==> config.mk <==
export PLATFORM = sky130hd
export DESIGN_NAME = seq_booth_multiplier
export DESIGN_NICKNAME = d
export VERILOG_FILES = /design/src/rtl/mult_pkg.sv /design/src/rtl/booth_r4_encoder.sv /design/src/rtl/seq_booth_multiplier.sv
export SDC_FILE = /design/constraint.sdc
export NUM_CORES = 1
export LEC_CHECK = 0
export ABC_AREA = 1
export BUFFER_PORTS_ARGS = -buffer_cell sky130_fd_sc_hd__buf_2
export CAP_MARGIN = 30
export CORE_ASPECT_RATIO = 1.25
export CORE_MARGIN = 5
export CORE_UTILIZATION = 40
export CTS_CLUSTER_DIAMETER = 80
export DETAILED_ROUTE_END_ITERATION = 8
export PLACE_DENSITY_LB_ADDON = 0.05
export REMOVE_ABC_BUFFERS = 1
export SKIP_LAST_GASP = 1
export SYNTH_ARGS = -nofsm -noshare
export SYNTH_HDL_FRONTEND = slang
export SYNTH_SLANG_ARGS = --single-unit
export TNS_END_PERCENT = 1
==> constraint.sdc <==
create_clock -name clk -period 4.45 [get_ports clk]
set_clock_uncertainty 0.2 [all_clocks]
set_input_delay 0.89 -clock clk [delete_from_list [all_inputs] [get_ports clk]]
set_output_delay 0.89 -clock clk [all_outputs]
set_load 0.01 [all_outputs]
==> src/rtl/mult_pkg.sv <==
// mult_pkg: shared types and helpers for the sequential radix-4 Booth multiplier
package mult_pkg;
  typedef enum logic [1:0] {IDLE, CALC, DONE} state_t;
  typedef enum logic [2:0] {ZERO, P1, P2, M1, M2} booth_digit_t;
  function automatic int n_iter(input int n);
    return n / 2 + 1;
  endfunction
endpackage

==> src/rtl/booth_r4_encoder.sv <==
// booth_r4_encoder: radix-4 Booth digit decode and W-bit partial product (d * m)
// Ports: bits = Booth window Q[2:0], m = sign/zero-extended multiplicand, pp = d*m mod 2^W
module booth_r4_encoder
  import mult_pkg::*;
#(
  parameter int W = 16
) (
  input  logic [2:0]   bits,
  input  logic [W-1:0] m,
  output logic [W-1:0] pp
);
  booth_digit_t d;
  always_comb begin
    case (bits)
      3'b001, 3'b010: d = P1;
      3'b011:         d = P2;
      3'b100:         d = M2;
      3'b101, 3'b110: d = M1;
      default:        d = ZERO;
    endcase
    pp = d == P1 ? m :
         d == P2 ? m << 1 :
         d == M1 ? -m :
         d == M2 ? -(m << 1) : '0;
  end
endmodule

==> src/rtl/seq_booth_multiplier.sv <==
// seq_booth_multiplier: iterative radix-4 Booth multiplier, signed/unsigned per operation
// Ports: clk, rst (sync, active-high); in_valid/in_ready with signed_mode, multiplicand,
//        multiplier capture an operation; out_valid/out_ready hand back the 2N-bit product.
// Build option: EARLY_TERM_EN finishes CALC once the remaining Booth digits are all zero.
module seq_booth_multiplier
  import mult_pkg::*;
#(
  parameter int parallelism = 8
) (
  input  logic                       clk,
  input  logic                       rst,
  input  logic                       in_valid,
  output logic                       in_ready,
  input  logic                       signed_mode,
  input  logic [parallelism-1:0]     multiplicand,
  input  logic [parallelism-1:0]     multiplier,
  output logic                       out_valid,
  input  logic                       out_ready,
  output logic [2*parallelism-1:0]   product
);
  localparam int N  = parallelism;
  localparam int K  = n_iter(N);
  localparam int CW = $clog2(K);
  state_t         state_q, state_d;
  logic [N+2:0]   q_q, q_d, q_sh;
  logic [2*N-1:0] m_q, m_d, acc_q, acc_d, product_q, product_d, pp, acc_nx;
  logic [CW-1:0]  cnt_q, cnt_d;
  logic           sa, sb, last, accept;
  booth_r4_encoder #(.W(2*N)) u_enc (
    .bits (q_q[2:0]),
    .m    (m_q),
    .pp   (pp)
  );
  assign sa       = signed_mode & multiplicand[N-1];
  assign sb       = signed_mode & multiplier[N-1];
  assign q_sh     = {q_q[N+2], q_q[N+2], q_q[N+2:2]};
  assign acc_nx   = acc_q + (pp << {cnt_q, 1'b0});
  assign in_ready = ~rst & (state_q == IDLE | (state_q == DONE & out_ready));
  assign accept   = in_valid & in_ready;
  assign out_valid = state_q == DONE;
  assign product   = product_q;
`ifdef EARLY_TERM_EN
  // An all-zero or all-one window can only yield zero digits from here on.
  assign last = (cnt_q == CW'(K-1)) | (&q_sh) | ~(|q_sh);
`else
  assign last = cnt_q == CW'(K-1);
`endif
  always_comb begin
    state_d   = state_q;
    q_d       = q_q;
    m_d       = m_q;
    acc_d     = acc_q;
    cnt_d     = cnt_q;
    product_d = product_q;
    if (accept) begin
      state_d = CALC;
      q_d     = {sb, sb, multiplier, 1'b0};
      m_d     = {{N{sa}}, multiplicand};
      acc_d   = '0;
      cnt_d   = '0;
    end else if (state_q == CALC) begin
      acc_d = acc_nx;
      q_d   = q_sh;
      cnt_d = cnt_q + 1'b1;
      if (last) begin
        state_d   = DONE;
        product_d = acc_nx;
      end
    end else if (state_q == DONE && out_ready) begin
      state_d = IDLE;
    end
  end
  always_ff @(posedge clk) begin
    if (rst) begin
      state_q   <= IDLE;
      q_q       <= '0;
      m_q       <= '0;
      acc_q     <= '0;
      cnt_q     <= '0;
      product_q <= '0;
    end else begin
      state_q   <= state_d;
      q_q       <= q_d;
      m_q       <= m_d;
      acc_q     <= acc_d;
      cnt_q     <= cnt_d;
      product_q <= product_d;
    end
  end
endmodule

==> results.yml <==
layout:
  regArea_sq_um: 1140
  antenna_cells: 0
  drive_gt1_share_pct: 15.1
  nets: 637
  fill_cells: 987
  fin_util_pct: 47.7
  multi_input_area_sq_um: 2270
  synthToLayoutAreaGrowth_pct: 16.8
clock_tree:
  cts_max_level: 3
  holdBufCountCts: 0
  cts_setup_buffers: 0
  cts.sinks: 57
  ctsResizeCount: 0
  clock_path_buffers: 2
  cts.clk_slew.worst_paths_ns: 0.05
  cts_tree: "done"
  cts_root_buf: "clkbuf_16"
  clock_latency_ns: 0.33
  cts_buffers: 9
timing:
  slew_viol_final: 0
  period_share_pct: 85.6
  setup_viol: 0
  timing.fmax_mhz: 263
  tightest_slew_ns: 0.625
  rsz0062_at_grt: "false"
  tns_ns: 0
  fin_crit_ns: 3.81
  max_slew_margin_pct: 58.3
  whs_ns: 0.248
  hold_viol: 0
  layout_setup_ws_ns: 0.641
critical_path:
  rr_endpoint: "acc_q[15]$_SDFFE_PP0P_"
  crit_type: "reg -> reg"
  worstPathRequired_ns: 4.48
  reg2regPathDepth: 25
  slowest_stage: "dfxtp_1"
  crit_path_end_kind: "flop"
  cp_common_cell: "nand3_1"
  cp_max_fo: 5
  rr_startpoint: "m_q[0]$_SDFFE_PP0P_"
  crit_buf_inv: 4
  crit_family: "simple AND/OR/NAND/NOR gates"
  r2r_slack_ns: 0.64
  start_kind: "flop"
  cp.arrival_ns: 3.84
  max_stage_delay_ns: 0.36
global_routing:
  antenna_found_initial: 0
  grt_util_all_layers_pct: 19.0
  grt_overflow: 0
  grt_pass1_vias: 3619
  grt_pass1_wl_mm: 16.9
  grt_max_degree: 38
yosys:
  synth_flop_cell: "dfxtp_1"
  syn_area_per_cell_sq_um: 6.67
  synth.lib_cells_used.distinct: 42
  synth-warning-count: 0
  yosysSeqAreaShare_pct: 30.5
  syn_inst: 562
  synth-edff-count: 0
  synth_area_sq_um: 3750
  async_flop_share_pct: 0
  ys_seq_elements: 57
drt:
  ant_nets: 0
  first_pass_iters: 4
  drt_iter0_markers: 174
  routedWlPerCell_um: 14.0
  vias: 3737
  via_per_inst: 5.16
  wl_mm: 10.1
  drcViolationCount: 0
floorplanning:
  dieHeight_um: 118
  die_w_um: 96.6
  initial_core_util_pct: 40.8
  ioPinCount: 39
  core-area_sq_um: 9170
  rows: 39
  dieArea_sq_um: 11400
place:
  gp_congestion: 0.894
  dp_hpwl_mm: 7.87
  dp_slack_ns: 0.681
  place.port_buffers: 38
min_path:
  hp-start: "product[6]$_SDFFE_PP0P_"
  hold_class: "reg -> reg"
  hold_depth: 2
  hold_path_end: "product[6]$_SDFFE_PP0P_"
outcome:
  status: "finished, final reports clean"
pwr:
  peakVddDrop_mv: 0.179
  p_leak_uw: 0.00208
  powerDensity_nw_per_um2: 367
flow_run:
  cap_violations: 0
[area by class of cell]
class                   instances  share of cell area (%)
inverters                      68                    5.83
multi-input cells             418                    51.8
flip-flops and latches         57                    26.1
clock inverters                 2                    1.37
clock buffers                  13                    6.17
repair buffers                 43                    5.20
well taps                     123                    3.52
[kinds of logic (layout without fill, tap and decap cells)]
kind of cell	Yosys count	count (layout)	share of synthesized area, %
AO/OA/AOI/OAI	117	117	18.4
XOR/XNOR	14	14	3.27
adder cells (fa/ha/maj)	19	19	6.54
buffers and inverters	87	126	9.01
flip-flops	57	57	30.5
AND/OR/NAND/NOR	268	268	32.3
[layer usage]
layer	vias up	global-route usage (%)	share of wire, %
met5	-	0	0
met4	0	9.39	2.8
met3	21	3.49	3.3
met2	62	33.5	52
met1	1730	21.2	42
li1	1924	-	-
[worst reg2reg max path: cells and delay by family (launching register included)]
family | cells | cell delay (ns)
and+or+nand+nor | 13 | 1.39
adders and majority gates | 2 | 0.64
AOI/OAI and AO/OA | 6 | 0.82
buffers and inverters | 4 | 0.30
DFF | 1 | 0.36
[registers in the layout, summed over array words and instances (netlist names)]
register  count
cnt_q         3
state_q       2
product      16
m_q           9
q_q          11
acc_q        16
[placed cells by master, fill, tap and decap left out, types with 2 or more instances in the layout]
master / count
o31ai_1: 2
buf_4: 5
dfxtp_1: 57
nand2_2: 7
nor2_4: 4
nor2_1: 54
nand3_1: 45
xor2_1: 11
or2_2: 2
a22o_1: 3
a31oi_1: 11
or2_1: 2
inv_1: 62
inv_2: 6
bufinv_16: 2
nor2_2: 4
clkbuf_16: 9
o211ai_1: 9
nand2_1: 138
a21oi_1: 27
clkbuf_8: 3
buf_2: 38
ha_1: 18
o21ai_0: 38
o2111ai_1: 2
nand3_2: 7
xnor2_1: 3
a211oi_1: 2
o22ai_1: 8
a221oi_1: 2
o21ai_1: 6
[cells in the mapped netlist, types with 2 or more instances]
cell         n  share of area, %
o21ai_1      6              0.80
clkbuf_1    12               1.2
o2111ai_1    2              0.47
o22ai_1      8               1.3
a21oi_1     27               3.6
nand2_1    138                14
inv_1       62               6.2
a221oi_1     2              0.47
nand2_2      7               1.2
dfxtp_1     57                30
nand3_1     45               6.0
o21ai_0     38               5.1
nor2_2       4              0.67
inv_2        6              0.60
buf_2        6              0.80
o211ai_1     9               1.8
nor2_4       4               1.2
nor2_1      54               5.4
ha_1        18               6.0
a31oi_1     11               1.8
xor2_1      11               2.6
nand3_2      7               1.9
or2_1        2              0.33
a22o_1       3              0.70
o31ai_1      2              0.40
a211oi_1     2              0.40
xnor2_1      3              0.70
or2_2        2              0.33
[through the flow]
step	power, uW	cells	instance area (sq um)
after global placement	848	708	4040
final	1610	724	4380
after detailed placement	849	709	4050
after floorplan	768	543	3660
after CTS	1630	724	4380
after global routing	1690	724	4380
[worst max path at each step]
| stage | cells past startpoint | slack [ns] | endpoint | start |
|---|---|---|---|---|
| 4_1_cts | 25 | 0.61 | acc_q[15]$_SDFFE_PP0P_ | m_q[0]$_SDFFE_PP0P_ |
| 3_5_place_dp | 24 | 0.68 | acc_q[12]$_SDFFE_PP0P_ | m_q[0]$_SDFFE_PP0P_ |
| 6_report | 25 | 0.64 | acc_q[15]$_SDFFE_PP0P_ | m_q[0]$_SDFFE_PP0P_ |
| 2_1_floorplan | 25 | 1.16 | acc_q[15]$_SDFFE_PP0P_ | m_q[0]$_SDFFE_PP0P_ |
| 5_1_grt | 24 | 0.21 | acc_q[12]$_SDFFE_PP0P_ | m_q[0]$_SDFFE_PP0P_ |
| 3_3_place_gp | 25 | 0.67 | acc_q[15]$_SDFFE_PP0P_ | m_q[0]$_SDFFE_PP0P_ |
[report_power, final]
part | internal, uW | switching [uW] | total [uW] | leakage (uW)
Sequential | 533 | 21.3 | 555 | 0.000464
Combinational | 97.6 | 186 | 284 | 0.00146
Clock | 532 | 238 | 770 | 0.000162
Total | 1160 | 445 | 1610 | 0.00208
Power figures use the tool's default switching activity.
